File: config.mk
export PLATFORM = sky130hd
export DESIGN_NAME = alu_ctrl_seq
export DESIGN_NICKNAME = d
export VERILOG_FILES = /design/src/rtl/alu_ctrl_pkg.sv /design/src/rtl/alu_ctrl_enc.sv /design/src/rtl/alu_ctrl_seq.sv
export SDC_FILE = /design/constraint.sdc
export NUM_CORES = 1
export LEC_CHECK = 0
export BUFFER_PORTS_ARGS = -buffer_cell sky130_fd_sc_hd__buf_2
export CAP_MARGIN = 20
export CORE_ASPECT_RATIO = 0.7
export CORE_MARGIN = 5
export CORE_UTILIZATION = 30
export CTS_BUF_LIST = sky130_fd_sc_hd__clkbuf_2 sky130_fd_sc_hd__clkbuf_4 sky130_fd_sc_hd__clkbuf_8
export DETAILED_ROUTE_END_ITERATION = 8
export MAX_ROUTING_LAYER = met4
export PLACE_DENSITY_LB_ADDON = 0.25
export SLEW_MARGIN = 20
export SYNTH_ARGS = -nofsm -noshare
export SYNTH_HDL_FRONTEND = slang
export SYNTH_SLANG_ARGS = --single-unit
export TNS_END_PERCENT = 100
File: constraint.sdc
create_clock -name clk -period 1.3 [get_ports clk]
set_input_delay 0.065 -clock clk [delete_from_list [all_inputs] [get_ports clk]]
set_output_delay 0.065 -clock clk [all_outputs]
set_load 0.005 [all_outputs]
File: src/rtl/alu_ctrl_pkg.sv
// Shared opcode, Ctrl-word and state definitions for the ALU2 control sequencer.
package alu_ctrl_pkg;

  localparam logic [3:0] OP_MOV = 4'h0;
  localparam logic [3:0] OP_ADD = 4'h1;
  localparam logic [3:0] OP_SUB = 4'h2;
  localparam logic [3:0] OP_AND = 4'h3;
  localparam logic [3:0] OP_OR  = 4'h4;
  localparam logic [3:0] OP_XOR = 4'h5;
  localparam logic [3:0] OP_NOT = 4'h6;
  localparam logic [3:0] OP_INC = 4'h7;
  localparam logic [3:0] OP_DEC = 4'h8;
  localparam logic [3:0] OP_SLL = 4'h9;
  localparam logic [3:0] OP_SLA = 4'hA;
  localparam logic [3:0] OP_ROL = 4'hB;
  localparam logic [3:0] OP_SRL = 4'hC;
  localparam logic [3:0] OP_SRA = 4'hD;
  localparam logic [3:0] OP_ROR = 4'hE;
  localparam logic [3:0] OP_ILL = 4'hF;

  localparam logic [5:0] CTRL_MOV = 6'h00;
  localparam logic [5:0] CTRL_ADD = 6'h12;
  localparam logic [5:0] CTRL_SUB = 6'h22;
  localparam logic [5:0] CTRL_AND = 6'h18;
  localparam logic [5:0] CTRL_OR  = 6'h14;
  localparam logic [5:0] CTRL_XOR = 6'h1C;
  localparam logic [5:0] CTRL_NOT = 6'h0C;
  localparam logic [5:0] CTRL_INC = 6'h36;
  localparam logic [5:0] CTRL_DEC = 6'h06;
  localparam logic [5:0] CTRL_SLL = 6'h01;
  localparam logic [5:0] CTRL_SLA = 6'h09;
  localparam logic [5:0] CTRL_ROL = 6'h11;
  localparam logic [5:0] CTRL_SRL = 6'h05;
  localparam logic [5:0] CTRL_SRA = 6'h0D;
  localparam logic [5:0] CTRL_ROR = 6'h15;

  typedef enum logic {IDLE = 1'b0, EXEC = 1'b1} state_t;

endpackage

File: src/rtl/alu_ctrl_enc.sv
// Combinational opcode lookup: ALU2 Ctrl word plus shift/illegal classification.
module alu_ctrl_enc
  import alu_ctrl_pkg::*;
(
  input  logic [3:0] op_code,
  output logic [5:0] ctrl,
  output logic       is_shift,
  output logic       illegal
);

  always_comb begin
    ctrl     = CTRL_MOV;
    is_shift = 1'b0;
    illegal  = 1'b0;
    case (op_code)
      OP_MOV: ctrl = CTRL_MOV;
      OP_ADD: ctrl = CTRL_ADD;
      OP_SUB: ctrl = CTRL_SUB;
      OP_AND: ctrl = CTRL_AND;
      OP_OR:  ctrl = CTRL_OR;
      OP_XOR: ctrl = CTRL_XOR;
      OP_NOT: ctrl = CTRL_NOT;
      OP_INC: ctrl = CTRL_INC;
      OP_DEC: ctrl = CTRL_DEC;
      OP_SLL: begin ctrl = CTRL_SLL; is_shift = 1'b1; end
      OP_SLA: begin ctrl = CTRL_SLA; is_shift = 1'b1; end
      OP_ROL: begin ctrl = CTRL_ROL; is_shift = 1'b1; end
      OP_SRL: begin ctrl = CTRL_SRL; is_shift = 1'b1; end
      OP_SRA: begin ctrl = CTRL_SRA; is_shift = 1'b1; end
      OP_ROR: begin ctrl = CTRL_ROR; is_shift = 1'b1; end
      default: illegal = 1'b1;
    endcase
  end

endmodule

File: src/rtl/alu_ctrl_seq.sv
// ALU2 control sequencer: accepts an opcode by valid/ready, issues one strobe for
// simple ops and expands shifts by N into N single-bit steps fed back from the result.
module alu_ctrl_seq
  import alu_ctrl_pkg::*;
#(
  parameter int CNT_W = 4
) (
  input  logic             clk,
  input  logic             rst,
  input  logic             op_valid,
  output logic             op_ready,
  input  logic [3:0]       op_code,
  input  logic [CNT_W-1:0] op_count,
  output logic [5:0]       alu_ctrl,
  output logic             alu_en,
  output logic             alu_fb,
  output logic             busy,
  output logic             done,
  output logic             err
);

  localparam logic [CNT_W-1:0] CNT_ONE = CNT_W'(1);

  state_t           r_state;
  logic [CNT_W-1:0] r_count;
  logic [5:0]       r_alu_ctrl;
  logic             r_alu_en;
  logic             r_alu_fb;
  logic             r_busy;
  logic             r_done;
  logic             r_err;

  logic [5:0] w_ctrl;
  logic       w_is_shift;
  logic       w_illegal;
  logic       w_accept;

  alu_ctrl_enc u_enc (
    .op_code  (op_code),
    .ctrl     (w_ctrl),
    .is_shift (w_is_shift),
    .illegal  (w_illegal)
  );

  assign op_ready = (r_state == IDLE);
  assign w_accept = op_valid & op_ready;

  always_ff @(posedge clk or posedge rst) begin
    if (rst) begin
      r_state    <= IDLE;
      r_count    <= '0;
      r_alu_ctrl <= CTRL_MOV;
      r_alu_en   <= 1'b0;
      r_alu_fb   <= 1'b0;
      r_busy     <= 1'b0;
      r_done     <= 1'b0;
      r_err      <= 1'b0;
    end else begin
      r_done <= 1'b0;
      r_err  <= 1'b0;
      case (r_state)
        IDLE: begin
          r_alu_ctrl <= CTRL_MOV;
          r_alu_en   <= 1'b0;
          r_alu_fb   <= 1'b0;
          r_busy     <= 1'b0;
          if (w_accept) begin
            if (w_illegal) begin
              r_err <= 1'b1;
            end else begin
              r_state  <= EXEC;
              r_alu_en <= 1'b1;
              r_busy   <= 1'b1;
              // A zero-length shift degenerates to a single MOV step.
              if (w_is_shift && (op_count != '0)) begin
                r_alu_ctrl <= w_ctrl;
                r_count    <= op_count;
              end else begin
                r_alu_ctrl <= w_is_shift ? CTRL_MOV : w_ctrl;
                r_count    <= CNT_ONE;
              end
            end
          end
        end
        EXEC: begin
          r_count <= r_count - CNT_ONE;
          if (r_count == CNT_ONE) begin
            r_state    <= IDLE;
            r_done     <= 1'b1;
            r_alu_ctrl <= CTRL_MOV;
            r_alu_en   <= 1'b0;
            r_alu_fb   <= 1'b0;
            r_busy     <= 1'b0;
          end else begin
            // Every step after the first operates on the ALU's own result.
            r_alu_fb <= 1'b1;
          end
        end
        default: r_state <= IDLE;
      endcase
    end
  end

  assign alu_ctrl = r_alu_ctrl;
  assign alu_en   = r_alu_en;
  assign alu_fb   = r_alu_fb;
  assign busy     = r_busy;
  assign done     = r_done;
  assign err      = r_err;

endmodule

Yosys cells after proc, flatten, opt, wreduce, memory -nomap -nowiden
Index checks and enable logic that the tools add are counted.
{ "totals": {"output_inout_bits": 12, "reg_bits": 15, "mem_bits_rw": 0, "latch_bits": 0, "elab_cells": 58, "n_memories": 0, "mem_bits_ro": 0} }
{ "classes": {"n_eq_ne": 18, "bitwise_logic": 2, "mux": 24, "reduce_logical": 6, "add_sub_neg": 1, "order_cmp": 0, "shifts": 0, "multipliers": 0, "n_div": 0} }
{ "ops": {"columns": ["operator", "count"], "rows": [
  ["6-bit one-hot mux with 14 select lines", 1],
  ["6-bit two-way mux", 5],
  ["4-bit == test (second input constant)", 7],
  ["4-bit by 3-bit == test with 1-bit output (second input constant)", 4],
  ["15-bit OR reduction", 1],
  ["4-bit two-way mux", 3],
  ["6-bit one-hot mux with 2 select lines", 1],
  ["1-bit two-way mux", 10],
  ["4-bit by 1-bit == test with 1-bit output (second input constant)", 2],
  ["4-bit by 2-bit == test with 1-bit output (second input constant)", 2],
  ["4-bit one-hot mux with 2 select lines", 1],
  ["1-bit one-hot mux with 2 select lines", 3],
  ["6-bit OR reduction", 1],
  ["4-bit logical NOT", 1],
  ["2-bit by 1-bit inequality test with 1-bit output (second input constant)", 2],
  ["4-bit nonzero test", 1],
  ["4-bit by 1-bit subtractor with 4-bit output (second input constant)", 1],
  ["2-bit inequality test (second input constant)", 1],
  ["2-bit AND reduction", 1],
  ["1-bit AND", 1],
  ["1-bit logical AND", 1],
  ["1-bit inverter", 1]
]} }

Longest topological paths before layout
Gate-level depths: netlist (run 1).
{ "logic_depth": {"word_depth": 8, "depth_mapped": 5, "depth_no_buf": 5} }

Modules after synthesis
Synthesis (run 1) repeated with hierarchy kept, for this count alone.
{ "unflattened": {"hier_cells": 86, "area_unflattened_um2": 890.9} }
{ "by_module_without_submodules": {"columns": ["module", "seq_area_each_um2", "cells_each", "area_each_um2", "n_inst"], "rows": [
  ["alu_ctrl_seq", 375.4, 55, 693.2, 1],
  ["alu_ctrl_enc", 0.0, 31, 197.7, 1]
]} }

Worst setup path after synthesis (run 1)
Ideal clock, no wire load.
{ "synth_timing": {"kind": "reg-to-reg", "from": "register r_state", "to": "register r_count[2]", "arrival_ps": 1090, "stages_incl_launch_ff": 5, "setup_time_ps": 124, "slack_ps": 86, "path_cell_list": "dfrtp_1 > inv_1 > nand3_1 > and3_1 > a211o_1"} }
{ "synth_between": {"elab_chain_len": 4} }
{ "synth_lines": {"columns": ["element", "line", "rtl"], "rows": [
  ["start, declared", "alu_ctrl_seq.sv:24", "state_t r_state;"],
  ["start signal, assigned", "alu_ctrl_seq.sv:50", "r_state <= IDLE;"],
  ["start signal, assigned", "alu_ctrl_seq.sv:71", "r_state <= EXEC;"],
  ["start signal, assigned", "alu_ctrl_seq.sv:88", "r_state <= IDLE;"],
  ["1-bit inverter *", null, null],
  ["named net op_ready", "alu_ctrl_seq.sv:11", "output logic op_ready,"],
  ["1-bit AND", "alu_ctrl_seq.sv:46", "assign w_accept = op_valid & op_ready;"],
  ["2-bit by 1-bit inequality test with 1-bit output (no line)", null, null],
  ["2-bit AND reduction (no line)", null, null],
  ["end signal, assigned", "alu_ctrl_seq.sv:77", "r_count <= op_count;"],
  ["end signal, assigned", "alu_ctrl_seq.sv:86", "r_count <= r_count - CNT_ONE;"],
  ["end, declared", "alu_ctrl_seq.sv:25", "logic [CNT_W-1:0] r_count;"]
]} }
The timed path passes the listed nets; every way through them passes the cells marked *.
A chain may end at the register's enable or synchronous reset.

Final worst setup path (run 1)
{ "layout_timing": {"from": "register r_count[0]", "to": "register r_count[2]"} }
{ "layout_between": {"elab_chain_len": 2} }
{ "layout_lines": {"columns": ["element", "line", "rtl"], "rows": [
  ["4-bit by 1-bit subtractor with 4-bit output", "alu_ctrl_seq.sv:86", null],
  ["4-bit one-hot mux with 2 select lines", "alu_ctrl_seq.sv:61", "case (r_state)"]
]} }
Every way passes these cells.

==> results.tsv, run 1 <==
stage	metric	value	unit
clock_network	cts-htree-levels	1	
finish	fillCellCount	267	
detailed_routing	initialDrtViolationCount	34	
finish	drive_gt1_share	34.7	%
sta	drv_slew	0	
place	dp_slack	-0.00500	ns
yosys	syn_inst	92	
yosys	yosysTopAreaCell	dfrtp_1	
critical_path	arrival	1.37	ns
floorplan	die_x	74.3	um
sta	tightest_slew	0.574	ns
critical_path	cp_slowest_stage_delay	0.40	ns
detailed_routing	routed_wl	2190	um
job	cap_violations	0	
sta	finalSetupViolations	0	
critical_path	startpoint_type	flip-flop	
pwr	p_leak	0.548	nW
detailed_routing	vias	801	
floorplan	chipHeight	55.0	um
yosys	yosys.area.top_type_share	43.2	%
global_routing	grt-ovfl-total	0	
detailed_routing	ant_nets	0	
finish	seq_area	377	um2
sta	max_freq	809	MHz
global_routing	grt_max_degree	16	
critical_path	cp-end-kind	flip-flop	
global_routing	grt_pass1_vias	752	
detailed_routing	drt_first_pass_iters	4	
finish	utilization	40.2	%
sta	relSlewSlack	61.7	%
yosys	synth-main-ff-cell	dfrtp_1	
sta	period_needed	1.24	ns
detailed_routing	drc	0	
yosys	synth-edff-count	0	
detailed_routing	wl_met3	154	um
sta	skew	0.00480	ns
critical_path	crit_type	flip-flop to flip-flop	
outcome	status	finished clean	
finish	final_nets	135	
sta	rsz0062_at_grt	no	
critical_path	worstPathMaxFanout	3	
yosys	yosysWarningCount	0	
place	routabilityCongestion	0.829	
floorplan	start_util	31.2	%
floorplan	rows	16	
pwr	vdd.ir_drop.worst	0.479	mV
finish	antenna_cells	0	
detailed_routing	routed_via_density	5.10	
place	port_buffers	22	
detailed_routing	wl_per_cell	13.9	um
yosys	seq_area_frac_synth	43.2	%
finish	final_common_cell	buf_2	
place	dp_hpwl	1730	um
yosys	ys_async_sr_fraction	100	%
critical_path	required	1.44	ns
clock_network	clk_latency	0.25	ns
critical_path	path_cells	inv_1 > ha_1 > nand2_1 > and3_1 > a211o_1	
detailed_routing	m1WireLength	1080	um
floorplan	die_area	0.00409	mm2
clock_network	cts_tree	built	
clock_network	cts_inserted_buffers	3	
global_routing	grt_pass1_wl	3530	um
yosys	syn_area_per_cell	9.44	um2
floorplan	core_area	0.00278	mm2
worst_hold_path	hp-class	input pin to flip-flop	
yosys	synth_seq_cells	15	
detailed_routing	met2_length	917	um
yosys	syn_area	868	um2
clock_network	clk_pin_slew_worst_paths	0.06	ns
floorplan	ioPinCount	23	
clock_network	cts_buffer_depth	2	
sta	layout_setup_ws	0.0633	ns
global_routing	track_usage	12.1	%
critical_path	cp_slowest_cell	dfrtp_1	
finish	areaGrowthSynthToFinish	28.8	%
detailed_routing	top_layer_used	met4	
yosys	synth_area_leaders	dfrtp_1, nand2_1, buf_4, nor2_1, and3_1	
global_routing	antenna_found_initial	0	
finish	final_cell_mix	buf_2, dfrtp_1, nand2_1	
sta	period_share	95.1	%
yosys	synth_nets	105	
clock_network	cts-root-buf	clkbuf_8	
clock_network	clock-sinks	15	
pwr	power_density	1890	mW/mm2
yosys	ys_types	34	
finish	multi_input_area	457	um2
sta	hold_viol	0	
timing repair:
item / in CTS / in global routing
buffers inserted: 0 / 0
resized for setup: 1 / 4
hold buffers: 1 / 0
hold endpoints to repair: 15 / 0
pin swaps: 0 / 1
setup endpoints to repair: 1 / 5
final cells by class:
class	instances	share of cell area, %
clock buffers	4	4.36
repair buffers	30	15.4
well taps	36	4.03
flip-flops and latches	15	33.7
multi-input cells	67	40.8
inverters	5	1.68
Yosys cell counts, types with 2 or more instances:
library cell,instances
dfrtp_1,15
nand2_1,10
nor2_1,7
inv_1,5
and3_1,4
buf_4,4
nand3_1,4
nor3_1,4
o21ai_0,4
a21oi_1,3
nor4_1,3
a21oi_2,2
a221o_1,2
a22o_1,2
ha_1,2
nand2b_1,2
xor2_1,2
flip-flops by register name (all words and copies together) (netlist names):
register and flops:
r_state 1, err 1, done 1, alu_ctrl 6, busy 1, r_count 4, alu_fb 1
power by group:
| part | leakage, nW | switching (mW) | total (mW) | internal, mW |
|---|---|---|---|---|
| combinational | 0.332 | 0.475 | 0.921 | 0.446 |
| sequential | 0.189 | 0.130 | 0.793 | 0.663 |
| clock | 0.0262 | 0.160 | 0.398 | 0.238 |
| total | 0.548 | 0.764 | 2.11 | 1.35 |
through the flow:
stage                     hold WS, ns  total power, mW  std cells   TNS, ns  cell area (um2)
final                           0.108             2.11        157         0             1120
after global routing            0.112             2.28        157         0             1120
after CTS                      0.0920             2.12        157         0             1110
after detailed placement        0.162             1.68        152  -0.00500             1040
after global placement          0.156             1.65        152         0             1040
after floorplan               -0.0335             1.32         92         0              868
logic make-up (layout without fill, tap and decap cells):
| family | count (synthesis) | count (layout) | synth area share (%) |
|---|---|---|---|
| adder cells (fa/ha/maj) | 2 | 2 | 2.88 |
| AO/OA/AOI/OAI | 19 | 19 | 15.9 |
| multiplexers | 2 | 2 | 2.45 |
| flip-flops | 15 | 15 | 43.2 |
| buffers and inverters | 10 | 39 | 6.20 |
| XOR/XNOR | 3 | 3 | 3.03 |
| AND/OR/NAND/NOR | 41 | 41 | 26.4 |
per-layer routing:
layer / global-route usage, % / vias up
met5: - / -
li1: - / 390
met4: 3.55 / 0
met2: 17.5 / 31
met3: 4.33 / 4
met1: 15.8 / 376
critical path: cells and delay by family (launching register included):
family	cells	cell delay [ns]
compound gates	1	0.26
fa+ha+maj	1	0.15
buf+inv	1	0.09
flops	1	0.40
simple gates	2	0.23
final timing paths:
kind	start	end	slack (ns)	depth (start not counted)
max in group asynchronous	rst	r_state	0.47	3
setup / recovery	r_count[0]	r_count[2]	0.06	5
hold / removal	op_count[2]	r_count[2]	0.11	2
setup reg to reg	r_count[0]	r_count[2]	0.06	5
hold reg to reg	alu_ctrl[3]	alu_ctrl[3]	0.48	2
min in group asynchronous	rst	alu_ctrl[2]	0.42	3
(Power assumes the default switching activity.)
==> run 2, diff against run 1 <==
REMOVE_ABC_BUFFERS = 1   (was default)
==> run 2 against run 1 <==
Net effect:
- register-to-register slack barely moved
- wire length fell by 1.8%
- critical path type unchanged
- sequential cell count did not move
- critical path depth unchanged
- largest cell class unchanged
- hold slack worse by 0.016 ns
- cell area decreased by 1.0%
- non-clock buffer count is the same
- maximum frequency up 0.28%
- clock skew shrank 0.0028 ns
- final cell count did not move
- power shrank 0.83%
- die area unchanged
==> results.tsv, run 2 (same netlist as run 1, synthesis figures left out) <==
stage	metric	value	unit	change
detailed_routing	initialDrtViolationCount	27		-21%
place	dp_hpwl	1620	um	-6.3%
critical_path	cp_slowest_cell	dfrtp_1		
sta	period_share	94.9	%	-0.26 points
clock_network	clock-sinks	15		unchanged
clock_network	clk_latency	0.25	ns	about the same
critical_path	worstPathMaxFanout	3		unchanged
floorplan	die_area	0.00409	mm2	unchanged
pwr	power_density	1890	mW/mm2	+0.17%
clock_network	cts_inserted_buffers	3		unchanged
detailed_routing	ant_nets	0		unchanged
sta	relSlewSlack	62.6	%	+0.91 points
critical_path	required	1.44	ns	about the same
pwr	combinationalPowerShare	43.0	%	-0.6 points
pwr	p_int	1.34	mW	-0.60%
finish	utilization	39.8	%	-0.40 points
pwr	switching_power	755	uW	-1.2%
floorplan	rows	16		unchanged
critical_path	arrival	1.37	ns	about the same
sta	tightest_slew	0.560	ns	-0.0136 ns
critical_path	cp_slowest_stage_delay	0.40	ns	about the same
critical_path	crit_buf_inv	1		unchanged
global_routing	grt_pass1_vias	786		+4.5%
global_routing	grt-ovfl-total	0		unchanged
global_routing	grt_max_degree	16		unchanged
detailed_routing	routed_wl	2150	um	-1.8%
critical_path	startpoint_type	flip-flop		
critical_path	worst-r2r-cell-count	5		unchanged
floorplan	core_area	0.00278	mm2	unchanged
sta	skew	0.00204	ns	-0.00277 ns
finish	final_nets	135		unchanged
place	dp_slack	0.0375	ns	+0.0425 ns
detailed_routing	drc	0		unchanged
critical_path	cp.depth	5		unchanged
finish	final_common_cell	buf_2		
global_routing	antenna_found_initial	0		unchanged
critical_path	path_cells	inv_1 > ha_1 > nand2_1 > and3_1 > a211o_1		
critical_path	cpLargestDelayFamily	flip-flops		
sta	max_freq	811	MHz	+0.28%
pwr	seq_power_share	37.7	%	+0.2 points
global_routing	track_usage	12.1	%	+0.060 points
clock_network	cts_buffer_depth	2		unchanged
place	port_buffers	22		unchanged
detailed_routing	vias	773		-3.5%
clock_network	cts_tree	built		
sta	drv_slew	0		unchanged
detailed_routing	routed_via_density	4.92		-3.5%
job	cap_violations	0		unchanged
sta	finalSetupViolations	0		unchanged
worst_hold_path	min_path_cells	2		unchanged
finish	largest_reg_flops	6		unchanged
pwr	vdd.ir_drop.worst	0.502	mV	+4.7%
finish	fillCellCount	294		+10%
sta	period_needed	1.23	ns	-0.00341 ns
detailed_routing	wl_per_cell	13.7	um	-1.8%
global_routing	grt_pass1_wl	3620	um	+2.6%
pwr	clkPwrFrac	19.2	%	+0.4 points
floorplan	die_x	74.3	um	unchanged
sta	hold_viol	0		unchanged
finish	drive_gt1_share	32.2	%	-2.5 points
pwr	sw_frac_of_total	36.1	%	-0.15 points
finish	areaGrowthSynthToFinish	27.5	%	
clock_network	cts-htree-levels	1		unchanged
outcome	status	finished clean		
critical_path	crit_type	flip-flop to flip-flop		
floorplan	start_util	31.2	%	unchanged
finish	antenna_cells	0		unchanged
floorplan	chipHeight	55.0	um	unchanged
critical_path	cp-end-kind	flip-flop		
worst_hold_path	hp-class	input pin to flip-flop		
floorplan	ioPinCount	23		unchanged
sta	rsz0062_at_grt	yes		
detailed_routing	drt_first_pass_iters	4		unchanged
finish	final_cell_mix	buf_2, dfrtp_1, nand2_1		
sta	layout_setup_ws	0.0667	ns	+0.00341 ns
place	routabilityCongestion	0.763		-7.9%
pwr	p_leak	0.548	nW	about the same
clock_network	cts-root-buf	clkbuf_8		
clock_network	clk_pin_slew_worst_paths	0.06	ns	about the same
==> run 2: cell type report <==
| class | instances | area (um2) | share of cell area, % |
|---|---|---|---|
| Tap cell | 36 | 45.0 | 4.07 |
| Clock buffer | 4 | 48.8 | 4.41 |
| Timing Repair Buffer | 30 | 173 | 15.6 |
| Inverter | 5 | 18.8 | 1.69 |
| Sequential cell | 15 | 375 | 33.9 |
| Multi-Input combinational cell | 67 | 447 | 40.3 |
==> run 2: metrics by stage <==
step	hold slack, ns	TNS, ns	cell area [um2]	power [mW]	std cells
after floorplan	-0.0335	0	833	1.29	87
after global placement	0.151	0	1040	1.66	152
after detailed placement	0.150	0	1040	1.66	152
after CTS	0.0913	0	1100	2.08	157
after global routing	0.0951	-0.0361	1110	2.27	157
final	0.0920	0	1110	2.09	157
==> run 2: final timing paths <==
check	start	endpoint	slack, ns
max reg2reg	r_count[0]	r_count[2]	0.07
max in group asynchronous	rst	alu_ctrl[5]	0.53
max	r_count[0]	r_count[2]	0.07
min in group asynchronous	rst	r_state	0.41
min reg2reg	alu_ctrl[4]	alu_ctrl[4]	0.48
min	op_count[2]	r_count[2]	0.09
==> run 2: timing repair <==
item / 4_1_cts / 5_1_grt
hold endpoints to repair: 15 / 0
resized for setup: 0 / 2
setup buffers: 0 / 0
hold buffers: 1 / 0
setup endpoints to repair: 0 / 7
==> run 2: worst reg2reg max path, delay by kind of cell, from the launching register on <==
kind                     cells  cell delay [ns]
AO/OA/AOI/OAI                1             0.25
flip-flops                   1             0.40
AND/OR/NAND/NOR              2             0.24
buffers and inverters        1             0.09
adder cells (fa/ha/maj)      1             0.15
==> run 2: metal layers <==
layer / GRT usage, % / vias to the layer above / routed length [um]
li1: - / 393 / -
met1: 16.2 / 360 / 1080
met2: 18.5 / 18 / 932
met3: 1.62 / 2 / 98
met4: 5.33 / 0 / 32
met5: - / - / 0
==> run 2: power groups by stage <==
stage               registers [mW]  clock network, mW  logic, mW
floorplan                    0.793                  0      0.494
global placement             0.791                  0      0.865
detailed placement           0.791                  0      0.870
CTS                          0.789              0.412      0.883
global route                 0.819              0.432       1.02
finish                       0.790              0.403      0.901
